`src/rtl/cache_fill_fsm_pkg.sv`:
```
// Shared constants, state encoding and address helpers for the cache block-fill engine.
// Optional feature macro: CRITICAL_WORD_FIRST_EN (critical-word-first fill order).
package cache_fill_fsm_pkg;

    localparam int unsigned WORDS_PER_BLOCK = 8;
    localparam int unsigned OFFSET_W        = $clog2(WORDS_PER_BLOCK);
    localparam int unsigned CNT_W           = OFFSET_W + 1;
    localparam int unsigned BLOCK_BYTE_W    = OFFSET_W + 1;
    localparam int unsigned ADDR_W          = 16;
    localparam int unsigned DATA_W          = 16;

    typedef enum logic {
        IDLE = 1'b0,
        FILL = 1'b1
    } state_e;

    // Clear the byte-within-block bits so the address points at the block base.
    function automatic logic [ADDR_W-1:0] block_align(input logic [ADDR_W-1:0] addr);
        logic [ADDR_W-1:0] mask;
        mask = ~ADDR_W'((1 << BLOCK_BYTE_W) - 1);
        return addr & mask;
    endfunction

    // Byte offset of a 16-bit word slot inside the block.
    function automatic logic [ADDR_W-1:0] word_byte_offset(input logic [OFFSET_W-1:0] word);
        return ADDR_W'({word, 1'b0});
    endfunction

endpackage

```
`src/rtl/cache_fill_fsm_if.sv`:
```
// Cache/memory side signals of the fill engine; master = fill engine, slave = cache + memory.
interface cache_fill_fsm_if;
    import cache_fill_fsm_pkg::*;

    logic                miss_detected;
    logic [ADDR_W-1:0]   miss_address;
    logic                mem_grant;
    logic                memory_data_valid;
    logic [DATA_W-1:0]   memory_data;
    logic                fsm_busy;
    logic                mem_req;
    logic [ADDR_W-1:0]   memory_address;
    logic                write_data_array;
    logic [OFFSET_W-1:0] write_word_idx;
    logic                write_tag_array;
    logic [ADDR_W-1:0]   fill_address;

    modport master (
        input  miss_detected, miss_address, mem_grant, memory_data_valid, memory_data,
        output fsm_busy, mem_req, memory_address, write_data_array, write_word_idx,
               write_tag_array, fill_address
    );

    modport slave (
        output miss_detected, miss_address, mem_grant, memory_data_valid, memory_data,
        input  fsm_busy, mem_req, memory_address, write_data_array, write_word_idx,
               write_tag_array, fill_address
    );

endinterface

```
`src/rtl/cache_fill_fsm_fill_counter.sv`:
```
// Word counter for one side of a fill (requests or responses); clear wins over increment.
module fill_counter
    import cache_fill_fsm_pkg::*;
#(
    parameter int unsigned WIDTH = CNT_W
) (
    input  logic             clk,
    input  logic             rst_n,
    input  logic             clr,
    input  logic             inc,
    output logic [WIDTH-1:0] cnt_q
);

    logic [WIDTH-1:0] cnt_d;

    // Next count.
    always_comb begin
        cnt_d = cnt_q;
        if (clr) begin
            cnt_d = '0;
        end else if (inc) begin
            cnt_d = cnt_q + WIDTH'(1);
        end
    end

    // Count register.
    always_ff @(posedge clk or negedge rst_n) begin
        if (!rst_n) begin
            cnt_q <= '0;
        end else begin
            cnt_q <= cnt_d;
        end
    end

endmodule

```
`src/rtl/cache_fill_fsm.sv`:
```
// Cache miss handler: fetches one block as pipelined word reads, writes each returned
// word into the data array and installs the tag with the last word.
// Optional feature macro: CRITICAL_WORD_FIRST_EN -- fill starts at the missing word and wraps.
module cache_fill_fsm
    import cache_fill_fsm_pkg::*;
(
    input  logic              clk,
    input  logic              rst_n,
    cache_fill_fsm_if.master  bus
);

    state_e              state_q, state_d;
    logic [ADDR_W-1:0]   fill_address_q, fill_address_d;
    logic [CNT_W-1:0]    req_cnt_q, rsp_cnt_q;
    logic                cnt_clr;
    logic                req_inc;
    logic                req_pending;
    logic                rsp_accept;
    logic                rsp_last;
    logic [OFFSET_W-1:0] req_word, rsp_word;
    logic                unused_data;

`ifdef CRITICAL_WORD_FIRST_EN
    logic [OFFSET_W-1:0] crit_q, crit_d;
`endif

    // Returned data goes straight to the data array; the engine never inspects it.
    assign unused_data = ^bus.memory_data;

    // Map a request/response ordinal onto a word slot in the block.
`ifdef CRITICAL_WORD_FIRST_EN
    assign req_word = OFFSET_W'(crit_q + req_cnt_q[OFFSET_W-1:0]);
    assign rsp_word = OFFSET_W'(crit_q + rsp_cnt_q[OFFSET_W-1:0]);
`else
    assign req_word = req_cnt_q[OFFSET_W-1:0];
    assign rsp_word = rsp_cnt_q[OFFSET_W-1:0];
`endif

    // Progress qualifiers; counters saturate the block so extra responses are dropped.
    always_comb begin
        req_pending = (state_q == FILL) && (req_cnt_q < CNT_W'(WORDS_PER_BLOCK));
        rsp_accept  = (state_q == FILL) && bus.memory_data_valid
                      && (rsp_cnt_q < CNT_W'(WORDS_PER_BLOCK));
        rsp_last    = rsp_accept && (rsp_cnt_q == CNT_W'(WORDS_PER_BLOCK - 1));
    end

    // Next-state logic: latch the block base on a miss, return to IDLE on the last word.
    always_comb begin
        state_d        = state_q;
        fill_address_d = fill_address_q;
        cnt_clr        = 1'b0;
`ifdef CRITICAL_WORD_FIRST_EN
        crit_d         = crit_q;
`endif
        case (state_q)
            IDLE: begin
                if (bus.miss_detected) begin
                    state_d        = FILL;
                    fill_address_d = block_align(bus.miss_address);
                    cnt_clr        = 1'b1;
`ifdef CRITICAL_WORD_FIRST_EN
                    crit_d         = bus.miss_address[OFFSET_W:1];
`endif
                end
            end
            FILL: begin
                if (rsp_last) begin
                    state_d = IDLE;
                end
            end
        endcase
    end

    // State and block base registers.
    always_ff @(posedge clk or negedge rst_n) begin
        if (!rst_n) begin
            state_q        <= IDLE;
            fill_address_q <= '0;
        end else begin
            state_q        <= state_d;
            fill_address_q <= fill_address_d;
        end
    end

`ifdef CRITICAL_WORD_FIRST_EN
    // Critical word offset of the current fill.
    always_ff @(posedge clk or negedge rst_n) begin
        if (!rst_n) begin
            crit_q <= '0;
        end else begin
            crit_q <= crit_d;
        end
    end
`endif

    assign req_inc = req_pending && bus.mem_grant;

    fill_counter #(.WIDTH(CNT_W)) u_req_cnt (
        .clk   (clk),
        .rst_n (rst_n),
        .clr   (cnt_clr),
        .inc   (req_inc),
        .cnt_q (req_cnt_q)
    );

    fill_counter #(.WIDTH(CNT_W)) u_rsp_cnt (
        .clk   (clk),
        .rst_n (rst_n),
        .clr   (cnt_clr),
        .inc   (rsp_accept),
        .cnt_q (rsp_cnt_q)
    );

    // Outputs: busy covers the miss cycle itself so the stall has no bubble.
    assign bus.fsm_busy         = (state_q == FILL) || bus.miss_detected;
    assign bus.mem_req          = req_pending;
    assign bus.memory_address   = req_pending ? (fill_address_q + word_byte_offset(req_word)) : '0;
    assign bus.write_data_array = rsp_accept;
    assign bus.write_word_idx   = rsp_accept ? rsp_word : '0;
    assign bus.write_tag_array  = rsp_last;
    assign bus.fill_address     = fill_address_q;

endmodule

```
`src/flat_wrapper.sv`:
```
// flat-port wrapper written by rule: the top's interface ports become plain ports
module cache_fill_fsm_flat import cache_fill_fsm_pkg::*;
  (clk, rst_n, bus_miss_detected, bus_miss_address, bus_mem_grant, bus_memory_data_valid, bus_memory_data, bus_fsm_busy, bus_mem_req, bus_memory_address, bus_write_data_array, bus_write_word_idx, bus_write_tag_array, bus_fill_address);
  cache_fill_fsm_if bus_i ();
  input  logic clk;
  input  logic rst_n;
  input wire logic [$bits(bus_i.miss_detected)-1:0] bus_miss_detected;
  input wire logic [$bits(bus_i.miss_address)-1:0] bus_miss_address;
  input wire logic [$bits(bus_i.mem_grant)-1:0] bus_mem_grant;
  input wire logic [$bits(bus_i.memory_data_valid)-1:0] bus_memory_data_valid;
  input wire logic [$bits(bus_i.memory_data)-1:0] bus_memory_data;
  output wire logic [$bits(bus_i.fsm_busy)-1:0] bus_fsm_busy;
  output wire logic [$bits(bus_i.mem_req)-1:0] bus_mem_req;
  output wire logic [$bits(bus_i.memory_address)-1:0] bus_memory_address;
  output wire logic [$bits(bus_i.write_data_array)-1:0] bus_write_data_array;
  output wire logic [$bits(bus_i.write_word_idx)-1:0] bus_write_word_idx;
  output wire logic [$bits(bus_i.write_tag_array)-1:0] bus_write_tag_array;
  output wire logic [$bits(bus_i.fill_address)-1:0] bus_fill_address;
  assign bus_i.miss_detected = bus_miss_detected;
  assign bus_i.miss_address = bus_miss_address;
  assign bus_i.mem_grant = bus_mem_grant;
  assign bus_i.memory_data_valid = bus_memory_data_valid;
  assign bus_i.memory_data = bus_memory_data;
  assign bus_fsm_busy = bus_i.fsm_busy;
  assign bus_mem_req = bus_i.mem_req;
  assign bus_memory_address = bus_i.memory_address;
  assign bus_write_data_array = bus_i.write_data_array;
  assign bus_write_word_idx = bus_i.write_word_idx;
  assign bus_write_tag_array = bus_i.write_tag_array;
  assign bus_fill_address = bus_i.fill_address;
  cache_fill_fsm u_core (.clk(clk), .rst_n(rst_n), .bus(bus_i));
endmodule
```
`config.mk`:
```
export PLATFORM = sky130hd
export DESIGN_NAME = cache_fill_fsm_flat
export DESIGN_NICKNAME = d
export VERILOG_FILES = /design/src/rtl/cache_fill_fsm_pkg.sv /design/src/rtl/cache_fill_fsm_if.sv /design/src/rtl/cache_fill_fsm_fill_counter.sv /design/src/rtl/cache_fill_fsm.sv /design/src/flat_wrapper.sv
export SDC_FILE = /design/constraint.sdc
export NUM_CORES = 1
export LEC_CHECK = 0
export BUFFER_PORTS_ARGS = -buffer_cell sky130_fd_sc_hd__buf_2
export CORE_ASPECT_RATIO = 0.6
export CORE_MARGIN = 3
export CORE_UTILIZATION = 40
export CTS_CLUSTER_SIZE = 24
export DETAILED_ROUTE_END_ITERATION = 12
export PLACE_DENSITY = 0.78
export SYNTH_ARGS = -nofsm -noshare
export SYNTH_HDL_FRONTEND = slang
export SYNTH_SLANG_ARGS = --single-unit
```
`constraint.sdc`:
```
create_clock -name clk -period 2.78 [get_ports clk]
set_input_delay 0.834 -clock clk [delete_from_list [all_inputs] [get_ports clk]]
set_output_delay 0.834 -clock clk [all_outputs]
set_load 0.01 [all_outputs]
```
==> results.cfg <==
[detailed_routing]
drt_iter0_markers = 42
route.final.wire_length_um = 2710
vias_per_cell = 4.94
wl_per_cell_um = 13.4
dr_total_vias = 997
first_pass_iters = 5
route.antenna.remaining_nets = 0
drc_errors = 0

[grt]
grt_pass1_vias = 862
grt_util_all_layers = 0.171
antenna_found_initial = 0
grt_remaining_overflow = 0
pin_count_of_the_biggest_net_entering_global_routing = 22
wire_length_of_the_first_global_routing_pass_um = 4280

[sta]
max_slew.worst_pin.slew_ns = 0.639
totalNegativeSetupSlack_ns = 0
post-route-worst-setup-slack_ns = 0.186
setup_violations = 0
finalHoldViolCount = 0
fin_worst_skew_ns = 0.00620
final_max_slew_violation_count = 0
fmax_mhz = 386
min_clock_period_post_route_ns = 2.59
setup_repair_after_global_routing_missed_its_margin = false
fin_crit_sh = 0.933
timing.max_slew.rel_slack = 0.574

[layout]
most-common-layout-cells = sky130_fd_sc_hd__buf_2, sky130_fd_sc_hd__nand2_1, sky130_fd_sc_hd__dfrtp_1, sky130_fd_sc_hd__and2_1, sky130_fd_sc_hd__conb_1
antenna_cells = 0
final_util = 0.576
mostFrequentLayoutCell = sky130_fd_sc_hd__buf_2
instances_no_fill = 202
final_layout_size_suffix_gt1_frac = 0.337
layout-area-overhead-vs-synth_pct = 25.2
final.fill_count = 229
final_stage_net_count = 212

[synth]
synth.yosys.seq_area_share = 0.481
netlist-cell-type-count = 24
synthesis.yosys.warnings = 0
synthDominantAreaCellType = sky130_fd_sc_hd__dfrtp_1
synth.avg_cell_area_um2 = 8.74
synth.ff_latch_count = 21
synth.area.top_cells = sky130_fd_sc_hd__dfrtp_1, sky130_fd_sc_hd__nand2_1, sky130_fd_sc_hd__and2_1
synthesis.area_um2 = 1090
synth_largest_type_area_fraction = 0.481
syn_inst = 125

[cts]
cts_buffer_depth = 2
htree_levels = 1
post_cts.resized_instances = 0
clkTransAtPathRegs_ns = 0.07
cts_root_buffer = sky130_fd_sc_hd__clkbuf_8
clock_latency_ns = 0.26
clock_tree_from_tritoncts = built
cts_inserted_buffers = 3
postCtsSetupBuffers = 0
tritoncts_num_sinks = 21
postCtsHoldBufs = 0

[floorplanning]
fp-row-count = 13
design.die.area_um2 = 3410
coreArea_um2 = 2370
die_width_um = 73.5
start_util = 0.460
dieHeight_um = 46.5
io_pins = 76

[worst_setup_path]
start_kind = flop
start_to_end_type_of_the_worst_setup_path = reg2out
timing.critical_path.to_type = primary output
data_arrival_critical_path_ns = 1.76
required_ns = 1.95
critical_path_fanouts_max = 16

[placed_design]
numPlacedInstances = 198
gp_congestion = 0.728
dp_slack_ns = 0.337
post-dp-hpwl_um = 2050
numPortBuffers = 50

[outcome]
outcome = finished clean

[power_and_ir_drop]
cellPowerDensity_nw_per_um2 = 1100
ir_drop_v = 0.000429
cellLeakagePower_nw = 0.777

[run]
maxCapViolCount = 0

[worst_hold_path]
worst_hold_path_type = reg2reg
[registers in the layout, summed over array words and instances (netlist names)]
name / count
u_core.u_rsp_cnt.cnt_q: 4
u_core.state_q: 1
u_core.u_req_cnt.cnt_q: 4
u_core.bus.fill_address: 12
[final cells by class]
class                           count  area, um2  share of cell area
Sequential cell                    21        526               0.384
Multi-Input combinational cell     95        500               0.366
Timing Repair Buffer               50        250               0.183
Clock buffer                        3       41.3              0.0302
Tap cell                           30       37.5              0.0274
Inverter                            2       7.51             0.00549
Clock inverter                      1       5.00             0.00366
[critical path, cell delays in order, from the launching register on]
cell and delay (ns):
sky130_fd_sc_hd__dfrtp_1 0.58, sky130_fd_sc_hd__nor2b_2 0.57, sky130_fd_sc_hd__and2_1 0.22, sky130_fd_sc_hd__buf_2 0.13
[cell usage after synthesis]
cell type / instances
sky130_fd_sc_hd__nor2_2: 1
sky130_fd_sc_hd__a21oi_1: 2
sky130_fd_sc_hd__nand2b_1: 3
sky130_fd_sc_hd__conb_1: 1
sky130_fd_sc_hd__nand2_1: 43
sky130_fd_sc_hd__a41oi_1: 2
sky130_fd_sc_hd__clkbuf_2: 1
sky130_fd_sc_hd__buf_6: 1
sky130_fd_sc_hd__nand4b_1: 1
sky130_fd_sc_hd__o21ai_0: 2
sky130_fd_sc_hd__and3_4: 1
sky130_fd_sc_hd__and3b_1: 1
sky130_fd_sc_hd__nand3_1: 4
sky130_fd_sc_hd__o211ai_1: 2
sky130_fd_sc_hd__nor2b_2: 2
sky130_fd_sc_hd__and2_1: 18
sky130_fd_sc_hd__ha_1: 2
sky130_fd_sc_hd__buf_2: 4
sky130_fd_sc_hd__inv_1: 2
sky130_fd_sc_hd__nand3b_1: 1
sky130_fd_sc_hd__nor2_1: 3
sky130_fd_sc_hd__mux2i_1: 2
sky130_fd_sc_hd__dfrtp_1: 21
sky130_fd_sc_hd__buf_4: 5
[kinds of logic (layout without fill, tap and decap cells)]
family,count (synthesis),in the layout,synth area share
and+or+nand+nor,78,78,0.352
DFF,21,21,0.481
buffers and inverters,13,56,0.0745
AOI/OAI and AO/OA,8,8,0.0481
adders and majority gates,2,2,0.0229
muxes,2,2,0.0183
other,1,5,0.00343
[through the flow]
step	power [mW]	hold slack (ns)	instance area (um2)
after floorplan	1.02	0.471	1110
after global placement	1.28	0.470	1320
after detailed placement	1.32	0.475	1320
after CTS	1.53	0.493	1370
after global routing	1.65	0.530	1370
final	1.51	0.494	1370
[where the power goes]
group | internal [mW] | switching [mW]
registers | 0.446 | 0.141
clock network | 0.0998 | 0.0987
logic | 0.329 | 0.394
total | 0.876 | 0.634
[worst paths after layout]
check,start,endpoint,slack [ns],cells after the start
setup / recovery,u_core.state_q$_DFF_PN0_,bus_memory_address[8],0.19,3
hold / removal,u_core.bus.fill_address[8]$_DFFE_PN0P_,u_core.bus.fill_address[8]$_DFFE_PN0P_,0.49,2
setup reg to reg,u_core.state_q$_DFF_PN0_,u_core.u_req_cnt.cnt_q[0]$_DFFE_PN0P_,1.24,3
hold reg to reg,u_core.bus.fill_address[8]$_DFFE_PN0P_,u_core.bus.fill_address[8]$_DFFE_PN0P_,0.49,2
max in group asynchronous,rst_n,u_core.bus.fill_address[11]$_DFFE_PN0P_,1.94,1
min in group asynchronous,rst_n,u_core.bus.fill_address[10]$_DFFE_PN0P_,0.51,1
[layer usage]
metal | vias to the layer above | track usage | share of wire
li1 | 477 | - | -
met1 | 469 | 0.220 | 0.42
met2 | 49 | 0.287 | 0.48
met3 | 2 | 0.0566 | 0.092
met4 | 0 | 0.0253 | 0.0018
met5 | - | 0 | 0
No activity file was read; power rests on OpenSTA's default activity.
